$ cat src/rtl/simple_mmap_axil_regs.sv
// rtl/simple_mmap_axil_regs.sv - AXI4-Lite register file (CTRL1, STATUS, SCRATCH, COUNT) for Simple_MMap
// Define SIMPLE_MMAP_WSTRB_EN to honour byte strobes on RW registers; otherwise writes are full-word.
module simple_mmap_axil_regs #(
  parameter int          C_S_AXI_DATA_WIDTH = 32,
  parameter int          C_S_AXI_ADDR_WIDTH = 4,
  parameter logic [31:0] CTRL1_RESET        = 32'h0000_0000
) (
  input  logic                              s00_axi_aclk,
  input  logic                              s00_axi_areset,
  input  logic [C_S_AXI_ADDR_WIDTH-1:0]     s00_axi_awaddr,
  input  logic [2:0]                        s00_axi_awprot,
  input  logic                              s00_axi_awvalid,
  output logic                              s00_axi_awready,
  input  logic [C_S_AXI_DATA_WIDTH-1:0]     s00_axi_wdata,
  input  logic [C_S_AXI_DATA_WIDTH/8-1:0]   s00_axi_wstrb,
  input  logic                              s00_axi_wvalid,
  output logic                              s00_axi_wready,
  output logic [1:0]                        s00_axi_bresp,
  output logic                              s00_axi_bvalid,
  input  logic                              s00_axi_bready,
  input  logic [C_S_AXI_ADDR_WIDTH-1:0]     s00_axi_araddr,
  input  logic [2:0]                        s00_axi_arprot,
  input  logic                              s00_axi_arvalid,
  output logic                              s00_axi_arready,
  output logic [C_S_AXI_DATA_WIDTH-1:0]     s00_axi_rdata,
  output logic [1:0]                        s00_axi_rresp,
  output logic                              s00_axi_rvalid,
  input  logic                              s00_axi_rready,
  output logic [31:0]                       ctrl1,
  input  logic [31:0]                       status_in
);

  localparam logic [1:0] IDX_CTRL1   = 2'd0;
  localparam logic [1:0] IDX_STATUS  = 2'd1;
  localparam logic [1:0] IDX_SCRATCH = 2'd2;
  localparam logic [1:0] IDX_COUNT   = 2'd3;

  logic        awready_q, awready_d;
  logic        wready_q,  wready_d;
  logic        aw_held_q, aw_held_d;
  logic [1:0]  aw_idx_q,  aw_idx_d;
  logic        w_held_q,  w_held_d;
  logic [31:0] w_data_q,  w_data_d;
  logic [3:0]  w_strb_q,  w_strb_d;
  logic        bvalid_q,  bvalid_d;
  logic        arready_q, arready_d;
  logic        rvalid_q,  rvalid_d;
  logic [31:0] rdata_q,   rdata_d;
  logic [31:0] ctrl1_q,   ctrl1_d;
  logic [31:0] scratch_q, scratch_d;
  logic [31:0] count_q,   count_d;

  logic        aw_hs, w_hs, ar_hs, wr_go;
  logic [1:0]  wr_idx;
  logic [31:0] wr_data;
  logic [3:0]  wr_strb;
  logic [31:0] wr_mask;
  logic        unused_ok;

  assign unused_ok = ^{s00_axi_awprot, s00_axi_arprot, s00_axi_awaddr[1:0],
                       s00_axi_araddr[1:0], wr_strb};

  always_comb begin
    awready_d = awready_q;
    wready_d  = wready_q;
    aw_held_d = aw_held_q;
    aw_idx_d  = aw_idx_q;
    w_held_d  = w_held_q;
    w_data_d  = w_data_q;
    w_strb_d  = w_strb_q;
    bvalid_d  = bvalid_q;
    rvalid_d  = rvalid_q;
    rdata_d   = rdata_q;
    ctrl1_d   = ctrl1_q;
    scratch_d = scratch_q;
    count_d   = count_q + 32'd1;

    aw_hs = s00_axi_awvalid & awready_q;
    w_hs  = s00_axi_wvalid & wready_q;
    ar_hs = s00_axi_arvalid & arready_q;

    if (aw_hs) begin
      aw_held_d = 1'b1;
      aw_idx_d  = s00_axi_awaddr[3:2];
      awready_d = 1'b0;
    end
    if (w_hs) begin
      w_held_d = 1'b1;
      w_data_d = s00_axi_wdata;
      w_strb_d = s00_axi_wstrb;
      wready_d = 1'b0;
    end

    // A captured half comes from its holding flop, a half arriving this cycle comes straight off the bus.
    wr_go   = (aw_held_q | aw_hs) & (w_held_q | w_hs);
    wr_idx  = aw_held_q ? aw_idx_q : s00_axi_awaddr[3:2];
    wr_data = w_held_q ? w_data_q : s00_axi_wdata;
    wr_strb = w_held_q ? w_strb_q : s00_axi_wstrb;
`ifdef SIMPLE_MMAP_WSTRB_EN
    wr_mask = {{8{wr_strb[3]}}, {8{wr_strb[2]}}, {8{wr_strb[1]}}, {8{wr_strb[0]}}};
`else
    wr_mask = 32'hFFFF_FFFF;
`endif

    if (wr_go) begin
      aw_held_d = 1'b0;
      w_held_d  = 1'b0;
      bvalid_d  = 1'b1;
      case (wr_idx)
        IDX_CTRL1:   ctrl1_d   = (ctrl1_q & ~wr_mask) | (wr_data & wr_mask);
        IDX_SCRATCH: scratch_d = (scratch_q & ~wr_mask) | (wr_data & wr_mask);
        default:     ;
      endcase
    end

    // Readies stay low through the response so the next write cannot overlap it.
    if (bvalid_q & s00_axi_bready) begin
      bvalid_d  = 1'b0;
      awready_d = 1'b1;
      wready_d  = 1'b1;
    end

    if (ar_hs) begin
      rvalid_d = 1'b1;
      case (s00_axi_araddr[3:2])
        IDX_CTRL1:   rdata_d = ctrl1_q;
        IDX_STATUS:  rdata_d = status_in;
        IDX_SCRATCH: rdata_d = scratch_q;
        IDX_COUNT:   rdata_d = count_q;
        default:     rdata_d = 32'h0;
      endcase
    end else if (rvalid_q & s00_axi_rready) begin
      rvalid_d = 1'b0;
    end
    arready_d = ~rvalid_d;
  end

  always_ff @(posedge s00_axi_aclk) begin
    if (s00_axi_areset) begin
      awready_q <= 1'b1;
      wready_q  <= 1'b1;
      aw_held_q <= 1'b0;
      aw_idx_q  <= 2'd0;
      w_held_q  <= 1'b0;
      w_data_q  <= 32'h0;
      w_strb_q  <= 4'h0;
      bvalid_q  <= 1'b0;
      arready_q <= 1'b1;
      rvalid_q  <= 1'b0;
      rdata_q   <= 32'h0;
      ctrl1_q   <= CTRL1_RESET;
      scratch_q <= 32'h0;
      count_q   <= 32'h0;
    end else begin
      awready_q <= awready_d;
      wready_q  <= wready_d;
      aw_held_q <= aw_held_d;
      aw_idx_q  <= aw_idx_d;
      w_held_q  <= w_held_d;
      w_data_q  <= w_data_d;
      w_strb_q  <= w_strb_d;
      bvalid_q  <= bvalid_d;
      arready_q <= arready_d;
      rvalid_q  <= rvalid_d;
      rdata_q   <= rdata_d;
      ctrl1_q   <= ctrl1_d;
      scratch_q <= scratch_d;
      count_q   <= count_d;
    end
  end

  assign s00_axi_awready = awready_q;
  assign s00_axi_wready  = wready_q;
  assign s00_axi_bvalid  = bvalid_q;
  assign s00_axi_bresp   = 2'b00;
  assign s00_axi_arready = arready_q;
  assign s00_axi_rvalid  = rvalid_q;
  assign s00_axi_rdata   = rdata_q;
  assign s00_axi_rresp   = 2'b00;
  assign ctrl1           = ctrl1_q;

endmodule
$ cat config.mk
export PLATFORM = sky130hd
export DESIGN_NAME = simple_mmap_axil_regs
export DESIGN_NICKNAME = d
export VERILOG_FILES = /design/src/rtl/simple_mmap_axil_regs.sv
export SDC_FILE = /design/constraint.sdc
export NUM_CORES = 1
export LEC_CHECK = 0
export ABC_AREA = 1
export CORE_ASPECT_RATIO = 0.8
export CORE_MARGIN = 3
export CORE_UTILIZATION = 40
export CTS_CLUSTER_SIZE = 16
export DETAILED_ROUTE_END_ITERATION = 8
export PLACE_DENSITY = 0.75
export SLEW_MARGIN = 10
export SYNTH_ARGS = -nofsm -noshare
export SYNTH_HDL_FRONTEND = slang
export SYNTH_SLANG_ARGS = --single-unit
export TNS_END_PERCENT = 50
$ cat constraint.sdc
create_clock -name s00_axi_aclk -period 3.6 [get_ports s00_axi_aclk]
set_input_delay 0.54 -clock s00_axi_aclk [delete_from_list [all_inputs] [get_ports s00_axi_aclk]]
set_output_delay 0.54 -clock s00_axi_aclk [all_outputs]
set_load 0.02 [all_outputs]
Word-level counts from Yosys, hierarchy flattened
Index checks and enable logic that the tools add are counted.

storage, ports and cells
  register bits after elaboration = 169
  input bits = 89
  output and inout bits = 73

operators by class
  add/sub/neg operators = 1
  equal/unequal tests = 4
  mux-type cells = 5
  bitwise operators = 9
  reductions and logical operators = 6

operators with widths
  operator                 count
  $pmux W32 S4             1
  $add A32 B1 Y32 const B  1
  $mux W32                 1
  $and A1 B1 Y1            6
  $eq A2 B2 Y1 const B     3
  $logic_not A2 Y1         2
  $reduce_and A2 Y1        2
  $reduce_or A2 Y1         2
  $eq A2 B1 Y1 const B     1
  $mux W1                  2
  $mux W2                  1
  $or A1 B1 Y1             2
  $not A1 Y1               1

Depth between registers and ports, before layout
Gate-level depths: netlist (run 1).

  depth after elaboration = 4
  depth in mapped cells = 9

Worst setup path before layout (run 1)
OpenSTA, ideal clock, no wires.

  path kind = input to register
  start = input s00_axi_wvalid
  end = register ctrl1_q[20], in the netlist ctrl1[20]
  setup time = 0.116 ns
  arrival time = 1.273 ns
  data required time = 3.484 ns
  slack = 2.211 ns
  stages on the path = 9
  cell sequence = nand2_1 inv_2 o21ai_4 inv_4 nand2_4 inv_2 buf_4 nor2_1 nor2_1

between the ends
  word-level cells in the longest chain between the ends = 4

RTL lines
  what                         line  source
  from (decl)                  16    input logic s00_axi_wvalid,
  $and A1 B1 Y1                79    w_hs = s00_axi_wvalid & wready_q;
  $or A1 B1 Y1                 95    wr_go = (aw_held_q | aw_hs) & (w_held_q | w_hs);
  $and A1 B1 Y1                95
  $reduce_and A2 Y1 (no line)  --
  to (signal assigned)         166   ctrl1_q <= ctrl1_d;
  to (decl)                    49    logic [31:0] ctrl1_q, ctrl1_d;

No other way between the ends.
A chain may end at the register's enable or synchronous reset.

Worst setup path in the final report (run 1)
  start = input s00_axi_awvalid
  end = register scratch_q[7]

between the ends
  word-level cells in the longest chain between the ends = 4

RTL lines
  what                         line  source
  from (decl)                  12    input logic s00_axi_awvalid,
  $and A1 B1 Y1                78    aw_hs = s00_axi_awvalid & awready_q;
  $or A1 B1 Y1                 95
  $and A1 B1 Y1                95
  $reduce_and A2 Y1 (no line)  --
  to (signal assigned)         167   scratch_q <= scratch_d;
  to (decl)                    50    logic [31:0] scratch_q, scratch_d;

No other way between the ends.

==> impl_metrics.csv, run 1 <==
group,metric,value,unit
clocking,cts_buffer_depth,2,
drt,wirelength_met1,11.14,mm
clocking,cts.sinks,169,
sta,finalCritPeriodShare,58.06,%
critical_path,cp_slowest_cell,"inv_2",
drt,ant_nets,0,
min_path,worstHoldPathType,"flop to flop",
critical_path,crit_buf_inv,3,
critical_path,crit_type,"primary input to flop",
sta,max_freq,478.4,MHz
finish,fin_nets,1265,
drt,wire_per_inst,15.89,µm
drt,vias,7505,
placed_design,io_buffers,143,
placed_design,pre_cts_slack,1.100,ns
drt,top_layer_used,"met4",
finish,drive_gt1_share,7.077,%
critical_path,cp-start-kind,"primary input",
global_route,grt_overflow_total,0,
sta,setup_slack,1.510,ns
global_route,antenna_found_initial,0,
yosys,synth_top_area_cell,"dfxtp_1",
sta,rsz0062_at_grt,"false",
sta,slew_headroom,43.62,%
floorplanning,die_x,160.7,µm
drt,wl_met2,9.624,mm
yosys,synth_flop_cell,"dfxtp_1",
clocking,clkTransAtPathRegs,0.06,ns
global_route,globalRouteTotalUtil,21.62,%
yosys,synth.area.top_cells,"dfxtp_1 44%, o21ai_0 11%, nor2_1 9.1%",
power,power.leakage,0.003554,µW
yosys,yosys_warnings,0,
run,drv_cap,0,
floorplanning,die_h,129.8,µm
yosys,synth_top_area_share,44.18,%
finish,multiInputGateArea,3596,µm²
sta,tns,0,ns
placed_design,hpwl,16.06,mm
clocking,post_cts_resized,0,
sta,tightest_slew,0.8447,ns
finish,n_antenna_cell,0,
critical_path,endpoint_kind,"flop",
global_route,grt_pass1_vias,6706,
critical_path,crit_chain,"clkdlybuf4s50_1 > nand2_2 > nand2_2 > o21ai_4 > inv_4 > nand2_4 > inv_2 > nor2_1 > nor2_1",
power,ir_worst_vdd,0.2804,mV
floorplanning,initial_core_util,41.53,%
critical_path,slowest_delay,0.55,ns
critical_path,worstPathMaxFanout,33,
clocking,cts_tree,"built",
drt,firstDrtPassIters,5,
yosys,synth_seq_area_share,44.18,%
critical_path,critical-path-top-delay-family,"buffers and inverters",
yosys,synthDistinctLibCells,35,
clocking,numCtsBuffers,17,
sta,finalHoldViolations,0,
yosys,synth-edff-count,0,
sta,finalSetupViolCount,0,
finish,fillers,1776,
global_route,grt_pass1_wl,35.80,mm
finish,post-route-util,52.73,%
drt,route.detailed.drc,0,
global_route,grt_max_degree,129,
yosys,yosys-top-cells-count,"186 x nor2_1, 179 x nand2_1, 169 x dfxtp_1",
sta,drv_slew,0,
placed_design,place_congestion,0.9146,
sta,finalCriticalPeriod,2.090,ns
yosys,syn_area_per_cell,7.158,µm²
finish,area_delta_synth_final,26.97,%
clocking,insertion_delay,0.43,ns
finish,regArea,3385,µm²
yosys,synth-seq-cells,169,
yosys,synth-async-reset-ratio,0,%
clocking,cts_setup_buffers,0,
power,powerDensity,487.3,nW/µm²
yosys,synth_most_common_cell,"nor2_1",
critical_path,cp.arrival,2.44,ns
clocking,cts_hold_buf,0,
floorplanning,die_area,20850,µm²
floorplanning,num_rows,44,
critical_path,critical_path_required,3.95,ns
outcome,status,"finished, final reports clean",
drt,detail_route.iter0.violations,627,
drt,dr_wl_met3,1.708,mm
clocking,root_buffer,"clkbuf_16",
floorplanning,core,18440,µm²
drt,viasPerCell,5.212,
sta,finClkSkew,0.009054,ns
yosys,syn_area,7659,µm²
floorplanning,ioPinCount,162,
yosys,synth_cells,1070,
drt,wl,22.88,mm
clocking,cts_max_level,4,
## report_power, final
part | switching [µW] | internal (µW)
registers | 85.9 | 2000
logic | 442 | 307
clock network | 758 | 1150
total | 1290 | 3450
## cell families after synthesis
kind of cell    Yosys count  synth area share [%]
simple gates            411                 21.97
compound gates          334                 24.28
flops                   169                 44.18
buf+inv                 151                 9.018
xor+xnor                  3                0.3431
fa+ha+maj                 1                0.1633
other cells               1               0.04896
## sequential cells by signal, summed over array words and instances, names as in the netlist
register,cells
ctrl1,32
w_data_q,32
s00_axi_arready,1
aw_held_q,1
w_held_q,1
s00_axi_awready,1
scratch_q,32
s00_axi_rvalid,1
s00_axi_bvalid,1
count_q,32
s00_axi_wready,1
aw_idx_q,2
s00_axi_rdata,32
## stage by stage
| stage | cell area (µm²) | cells | power [µW] | hold WS (ns) |
|---|---|---|---|---|
| 2_1_floorplan | 7670 | 1073 | 2550 | 0.4173 |
| 3_3_place_gp | 9112 | 1409 | 2852 | 0.4330 |
| 3_5_place_dp | 9112 | 1409 | 2867 | 0.4463 |
| 4_1_cts | 9724 | 1440 | 4760 | 0.4560 |
| 5_1_grt | 9724 | 1440 | 4930 | 0.4894 |
| 6_report | 9724 | 1440 | 4738 | 0.4578 |
## metal layers
metal  up-vias  global-route usage (%)
met5         -                       0
met4         0                   6.424
met3        34                   5.046
met2       288                   31.11
met1      3462                   32.21
li1       3721                       -
## layout make-up
| class | count | area share, % |
|---|---|---|
| Multi-Input combinational cell | 753 | 36.98 |
| Inverter | 84 | 3.281 |
| Clock inverter | 10 | 1.454 |
| Clock buffer | 21 | 4.838 |
| Timing Repair Buffer | 150 | 15.39 |
| Tap cell | 253 | 3.255 |
| Sequential cell | 169 | 34.80 |
## path summary, 6_finish.rpt
path                   startpoint      endpoint  slack, ns  cells after the start
hold reg to reg        count_q[0]    count_q[0]       0.46                      1
setup / recovery  s00_axi_awvalid  scratch_q[7]       1.51                      9
hold / removal         count_q[0]    count_q[0]       0.46                      1
setup reg to reg  s00_axi_awready  scratch_q[7]       1.71                      8
## worst register-to-register path, stage by stage, from the launching register on
cell     delay [ns]
dfxtp_1        0.41
nand2_2        0.10
nand2_2        0.10
o21ai_4        0.08
inv_4          0.08
nand2_4        0.20
inv_2          0.56
nor2_1         0.14
nor2_1         0.15
## placed cells by master (no fill, tap or decap), types with 2 or more instances in the layout
master,count
clkbuf_16,17
nand2_4,2
nor2_4,5
o21ai_1,31
clkinv_2,3
bufinv_16,3
clkinvlp_4,2
xnor2_1,2
nand2_2,12
buf_4,6
a41oi_1,3
a21oi_1,91
clkdlybuf4s50_1,143
inv_1,75
o211ai_1,3
nand2_1,179
nand3_1,18
a31oi_1,27
a41oi_2,10
inv_2,7
o21ai_0,164
inv_6,2
clkbuf_8,3
conb_1,4
dfxtp_1,168
nor2_1,186
o21a_1,3
nor2_2,5
Power figures use the tool's default switching activity.
==> run 2, diff against run 1 <==
==> constraint.sdc (replaced) <==
create_clock -name s00_axi_aclk -period 2.1 [get_ports s00_axi_aclk]
set_input_delay 0.315 -clock s00_axi_aclk [delete_from_list [all_inputs] [get_ports s00_axi_aclk]]
set_output_delay 0.315 -clock s00_axi_aclk [all_outputs]
set_load 0.02 [all_outputs]
==> impl_metrics.csv, run 2 (synthesis gave the netlist of run 1 again) <==
group,metric,value,unit
clocking,cts_max_level,4,
global_route,grt-busiest-layer,"met2",
floorplanning,die_area,20850,µm²
sta,finalCritPeriodShare,86.77,%
sta,tns,0,ns
power,power_frac_comb,16.5,%
finish,n_antenna_cell,0,
critical_path,endpoint_kind,"primary output",
finish,fillers,1732,
sta,finalHoldViolations,0,
global_route,grtUsageMet3,5.617,%
power,switchingPower,2262,µW
clocking,cts_hold_buf,0,
run,drv_cap,0,
drt,wl,22.64,mm
global_route,grt_max_degree,66,
power,swShare,28.25,%
power,ir_worst_vdd,0.4072,mV
sta,finClkSkew,0.008566,ns
global_route,grt_overflow_total,0,
clocking,cts_tree,"built",
clocking,numCtsBuffers,17,
sta,slew_headroom,64.75,%
drt,detail_route.iter0.violations,567,
drt,viasPerCell,5.076,
critical_path,worst-r2r-cell-count,9,
floorplanning,core,18440,µm²
critical_path,worstPathMaxFanout,3,
floorplanning,ioPinCount,162,
min_path,worstHoldPathType,"primary input to flop",
placed_design,hpwl,16.76,mm
sta,finalCriticalPeriod,1.822,ns
drt,route.detailed.drc,0,
floorplanning,num_rows,44,
power,clockPowerShare,38.7,%
critical_path,cp.arrival,1.51,ns
critical_path,cp-start-kind,"flop",
drt,firstDrtPassIters,5,
sta,tightest_slew,0.5287,ns
clocking,root_buffer,"clkbuf_16",
critical_path,timing.rr.end,"scratch_q[30]",
floorplanning,initial_core_util,41.53,%
critical_path,slowest_delay,0.65,ns
finish,drive_gt1_share,8.243,%
power,p_seq_share,44.8,%
placed_design,io_buffers,143,
critical_path,reg2reg_from,"s00_axi_awready",
critical_path,crit_type,"flop to primary output",
power,p_int,5746,µW
floorplanning,die_h,129.8,µm
critical_path,crit_start,"ctrl1[11]",
critical_path,crit_chain,"clkdlybuf4s50_1",
finish,layout_commonest_cell,"nor2_1",
placed_design,place_congestion,0.9255,
outcome,status,"finished, final reports clean",
sta,drv_slew,0,
global_route,met1_usage,31.33,%
global_route,antenna_found_initial,0,
critical_path,cp_slowest_cell,"clkdlybuf4s50_1",
global_route,met2_usage,31.96,%
clocking,cts_setup_buffers,0,
global_route,globalRouteTotalUtil,21.48,%
power,power.leakage,0.003649,µW
sta,finalSetupViolCount,0,
finish,area_delta_synth_final,29.55,%
clocking,cts.sinks,169,
drt,vias,7381,
sta,max_freq,548.8,MHz
clocking,cts_buffer_depth,2,
critical_path,rrSetupSlack,0.53,ns
clocking,clkTransAtPathRegs,0.07,ns
finish,final_cell_mix,"186 x nor2_1, 179 x nand2_1, 168 x dfxtp_1",
sta,rsz0062_at_grt,"false",
placed_design,dpl_cell_area,9343,µm²
drt,ant_nets,0,
clocking,post_cts_resized,0,
clocking,insertion_delay,0.43,ns
finish,fin_area,9922,µm²
critical_path,crit_buf_inv,1,
min_path,holdPathStages,3,
power,powerDensity,807.1,nW/µm²
global_route,grt_pass1_vias,6743,
floorplanning,die_x,160.7,µm
min_path,hp-start,"s00_axi_wdata[22]",
finish,fin_nets,1279,
critical_path,critical_path_required,1.78,ns
critical_path,critical-path-top-delay-family,"buffers and inverters",
min_path,hold_end,"w_data_q[22]",
global_route,grt_pass1_wl,35.62,mm
drt,wire_per_inst,15.57,µm
==> run 2: cell types whose count changed in the layout (fill, tap and decap cells not counted) <==
cell / delta
buf_4: +4
inv_6: +1
clkbuf_1: -1
inv_8: +2
bufinv_16: -2
buf_12: +10
==> run 2: final cells by class <==
type	instances	area, µm²	area share, %
Clock buffer	20	466.7	4.704
Clock inverter	11	112.6	1.135
Inverter	84	319.1	3.216
Multi-Input combinational cell	753	3596	36.24
Sequential cell	169	3385	34.11
Tap cell	253	316.6	3.190
Timing Repair Buffer	164	1727	17.40
==> run 2: how the worst max path moves through the flow <==
| stage | endpoint | slack (ns) | cells after the start |
|---|---|---|---|
| after CTS | ctrl1[22] | 0.26 | 1 |
| after floorplan | ctrl1[20] | 0.76 | 8 |
| after global placement | s00_axi_rdata[13] | 0.16 | 5 |
| final | ctrl1[11] | 0.28 | 1 |
| after detailed placement | s00_axi_rdata[13] | 0.15 | 5 |
| after global routing | ctrl1[16] | 0.24 | 1 |
==> run 2: metrics by stage <==
step	total power [µW]	instances	hold WS (ns)	worst slack, ns	utilization, %
CTS	8052	1454	0.4197	0.2625	53.80
floorplan	4372	1073	0.4173	0.7563	-
global route	8324	1454	0.4341	0.2371	53.80
global placement	4948	1423	0.4293	0.1647	50.66
detailed placement	4972	1423	0.4408	0.1517	50.66
finish	8008	1454	0.4389	0.2777	53.80
==> run 2: per-layer routing <==
metal / vias to the layer above / share of wire (%)
met3: 26 / 7.6
met4: 0 / 1.4
met1: 3382 / 48
met5: - / 0
li1: 3750 / -
met2: 223 / 43
==> run 2: power by group through the flow <==
stage / combinational (µW) / sequential [µW] / clock, µW
final: 1320 / 3590 / 3100
after global routing: 1450 / 3610 / 3270
after CTS: 1330 / 3580 / 3140
after detailed placement: 1320 / 3650 / 0
after global placement: 1300 / 3650 / 0
after floorplan: 643 / 3730 / 0
==> run 3, diff against run 2 <==
--- a/config.mk
+++ b/config.mk
@@ -8,10 +8,10 @@
 export ABC_AREA = 1
 export CORE_ASPECT_RATIO = 0.8
 export CORE_MARGIN = 3
-export CORE_UTILIZATION = 40
+export CORE_UTILIZATION = 51
 export CTS_CLUSTER_SIZE = 16
 export DETAILED_ROUTE_END_ITERATION = 8
-export PLACE_DENSITY = 0.75
+export PLACE_DENSITY = 0.9
 export SLEW_MARGIN = 10
 export SYNTH_ARGS = -nofsm -noshare
 export SYNTH_HDL_FRONTEND = slang
==> impl_metrics.csv, run 3 (synthesis gave the netlist of run 1 again) <==
group,metric,value,unit
outcome,status,"finished, final reports clean",
floorplanning,ioPinCount,162,
drt,detail_route.iter0.violations,779,
placed_design,pre_cts_slack,0.07904,ns
clocking,cts_hold_buf,0,
finish,fillers,1124,
finish,layout_commonest_cell,"nor2_1",
drt,vias,7740,
sta,finalSetupViolCount,0,
critical_path,timing.rr.end,"s00_axi_rdata[2]",
global_route,grt_max_degree,78,
critical_path,endpoint_kind,"primary output",
critical_path,cp_slowest_cell,"clkdlybuf4s50_1",
sta,finClkSkew,0.008752,ns
placed_design,io_buffers,143,
global_route,grt_pass1_wl,35.49,mm
power,total_power,7863,µW
clocking,clkTransAtPathRegs,0.07,ns
finish,n_antenna_cell,0,
drt,ant_nets,0,
critical_path,reg2reg_from,"s00_axi_arready",
sta,finalCriticalPeriod,1.880,ns
clocking,post_cts_resized,0,
global_route,grt_overflow_total,0,
floorplanning,initial_core_util,52.84,%
finish,drive_gt1_share,7.937,%
placed_design,dpl_cell_area,9168,µm²
sta,rsz0062_at_grt,"false",
drt,wire_per_inst,16.25,µm
sta,slew_headroom,60.04,%
placed_design,hpwl,15.74,mm
critical_path,cp-start-kind,"flop",
run,drv_cap,0,
drt,viasPerCell,5.605,
min_path,hold_end,"w_data_q[24]",
min_path,worstHoldPathType,"primary input to flop",
min_path,holdPathStages,3,
drt,wl,22.44,mm
clocking,root_buffer,"clkbuf_16",
clocking,insertion_delay,0.44,ns
drt,firstDrtPassIters,6,
critical_path,crit_type,"flop to primary output",
min_path,hp-start,"s00_axi_wdata[24]",
power,powerDensity,808.6,nW/µm²
finish,final_cell_mix,"186 x nor2_1, 179 x nand2_1, 168 x dfxtp_1",
global_route,globalRouteTotalUtil,27.02,%
drt,route.detailed.drc,0,
clocking,cts_buffer_depth,2,
floorplanning,die_area,16530,µm²
critical_path,critical-path-top-delay-family,"buffers and inverters",
global_route,antenna_found_initial,0,
floorplanning,core,14490,µm²
global_route,grt_pass1_vias,6928,
floorplanning,die_x,143.0,µm
finish,fin_area,9724,µm²
power,ir_worst_vdd,0.5944,mV
floorplanning,num_rows,39,
critical_path,rrSetupSlack,0.48,ns
sta,tightest_slew,0.5973,ns
clocking,cts.sinks,169,
critical_path,crit_buf_inv,1,
sta,holdWs,0.4290,ns
floorplanning,die_h,115.6,µm
clocking,cts_tree,"built",
critical_path,worstPathMaxFanout,3,
sta,tns,0,ns
power,power.leakage,0.003596,µW
sta,max_freq,531.8,MHz
critical_path,critical_path_required,1.78,ns
critical_path,worst-r2r-cell-count,5,
clocking,cts_max_level,4,
critical_path,slowest_delay,0.67,ns
sta,finalHoldViolations,0,
clocking,numCtsBuffers,17,
finish,area_delta_synth_final,26.97,%
clocking,cts_setup_buffers,0,
sta,finalCritPeriodShare,89.54,%
sta,drv_slew,0,
sta,setup_slack,0.2196,ns
critical_path,cp.arrival,1.57,ns
placed_design,place_congestion,0.9164,
finish,fin_nets,1274,
critical_path,crit_chain,"clkdlybuf4s50_1",
==> run 3: where the power goes <==
| part | internal [µW] | switching, µW | total, µW |
|---|---|---|---|
| clock | 1620 | 1340 | 2960 |
| combinational | 557 | 755 | 1310 |
| sequential | 3430 | 168 | 3590 |
| total | 5600 | 2260 | 7860 |
==> run 3: layout make-up <==
cell class / count / area, µm² / share of cell area [%]
Sequential cell: 169 / 3385 / 34.80
Tap cell: 184 / 230.2 / 2.367
Timing Repair Buffer: 159 / 1639 / 16.86
Multi-Input combinational cell: 753 / 3596 / 36.98
Inverter: 84 / 317.8 / 3.268
Clock buffer: 20 / 466.7 / 4.799
Clock inverter: 12 / 90.09 / 0.9264
==> run 3: worst max path at each step <==
stage	endpoint	slack [ns]	from	depth (start not counted)
after global placement	ctrl1[21]	0.18	s00_axi_awvalid	10
after CTS	ctrl1[11]	0.24	ctrl1[11]	1
after global routing	ctrl1[11]	0.24	ctrl1[11]	1
after floorplan	ctrl1[20]	0.76	s00_axi_awready	8
final	ctrl1[11]	0.22	ctrl1[11]	1
after detailed placement	ctrl1[5]	0.08	s00_axi_awvalid	10
==> run 3: stage by stage <==
step	instances	utilization [%]
after floorplan	1073	-
after global placement	1349	63.26
after detailed placement	1349	63.26
after CTS	1381	67.10
after global routing	1381	67.10
final	1381	67.10
==> run 3: routing by layer <==
metal	wire, µm	vias up	global-route usage, %
met5	0	-	0
met3	2362	45	7.013
met2	9748	396	40.05
met4	448	0	8.550
met1	9883	3550	38.71
li1	-	3749	-
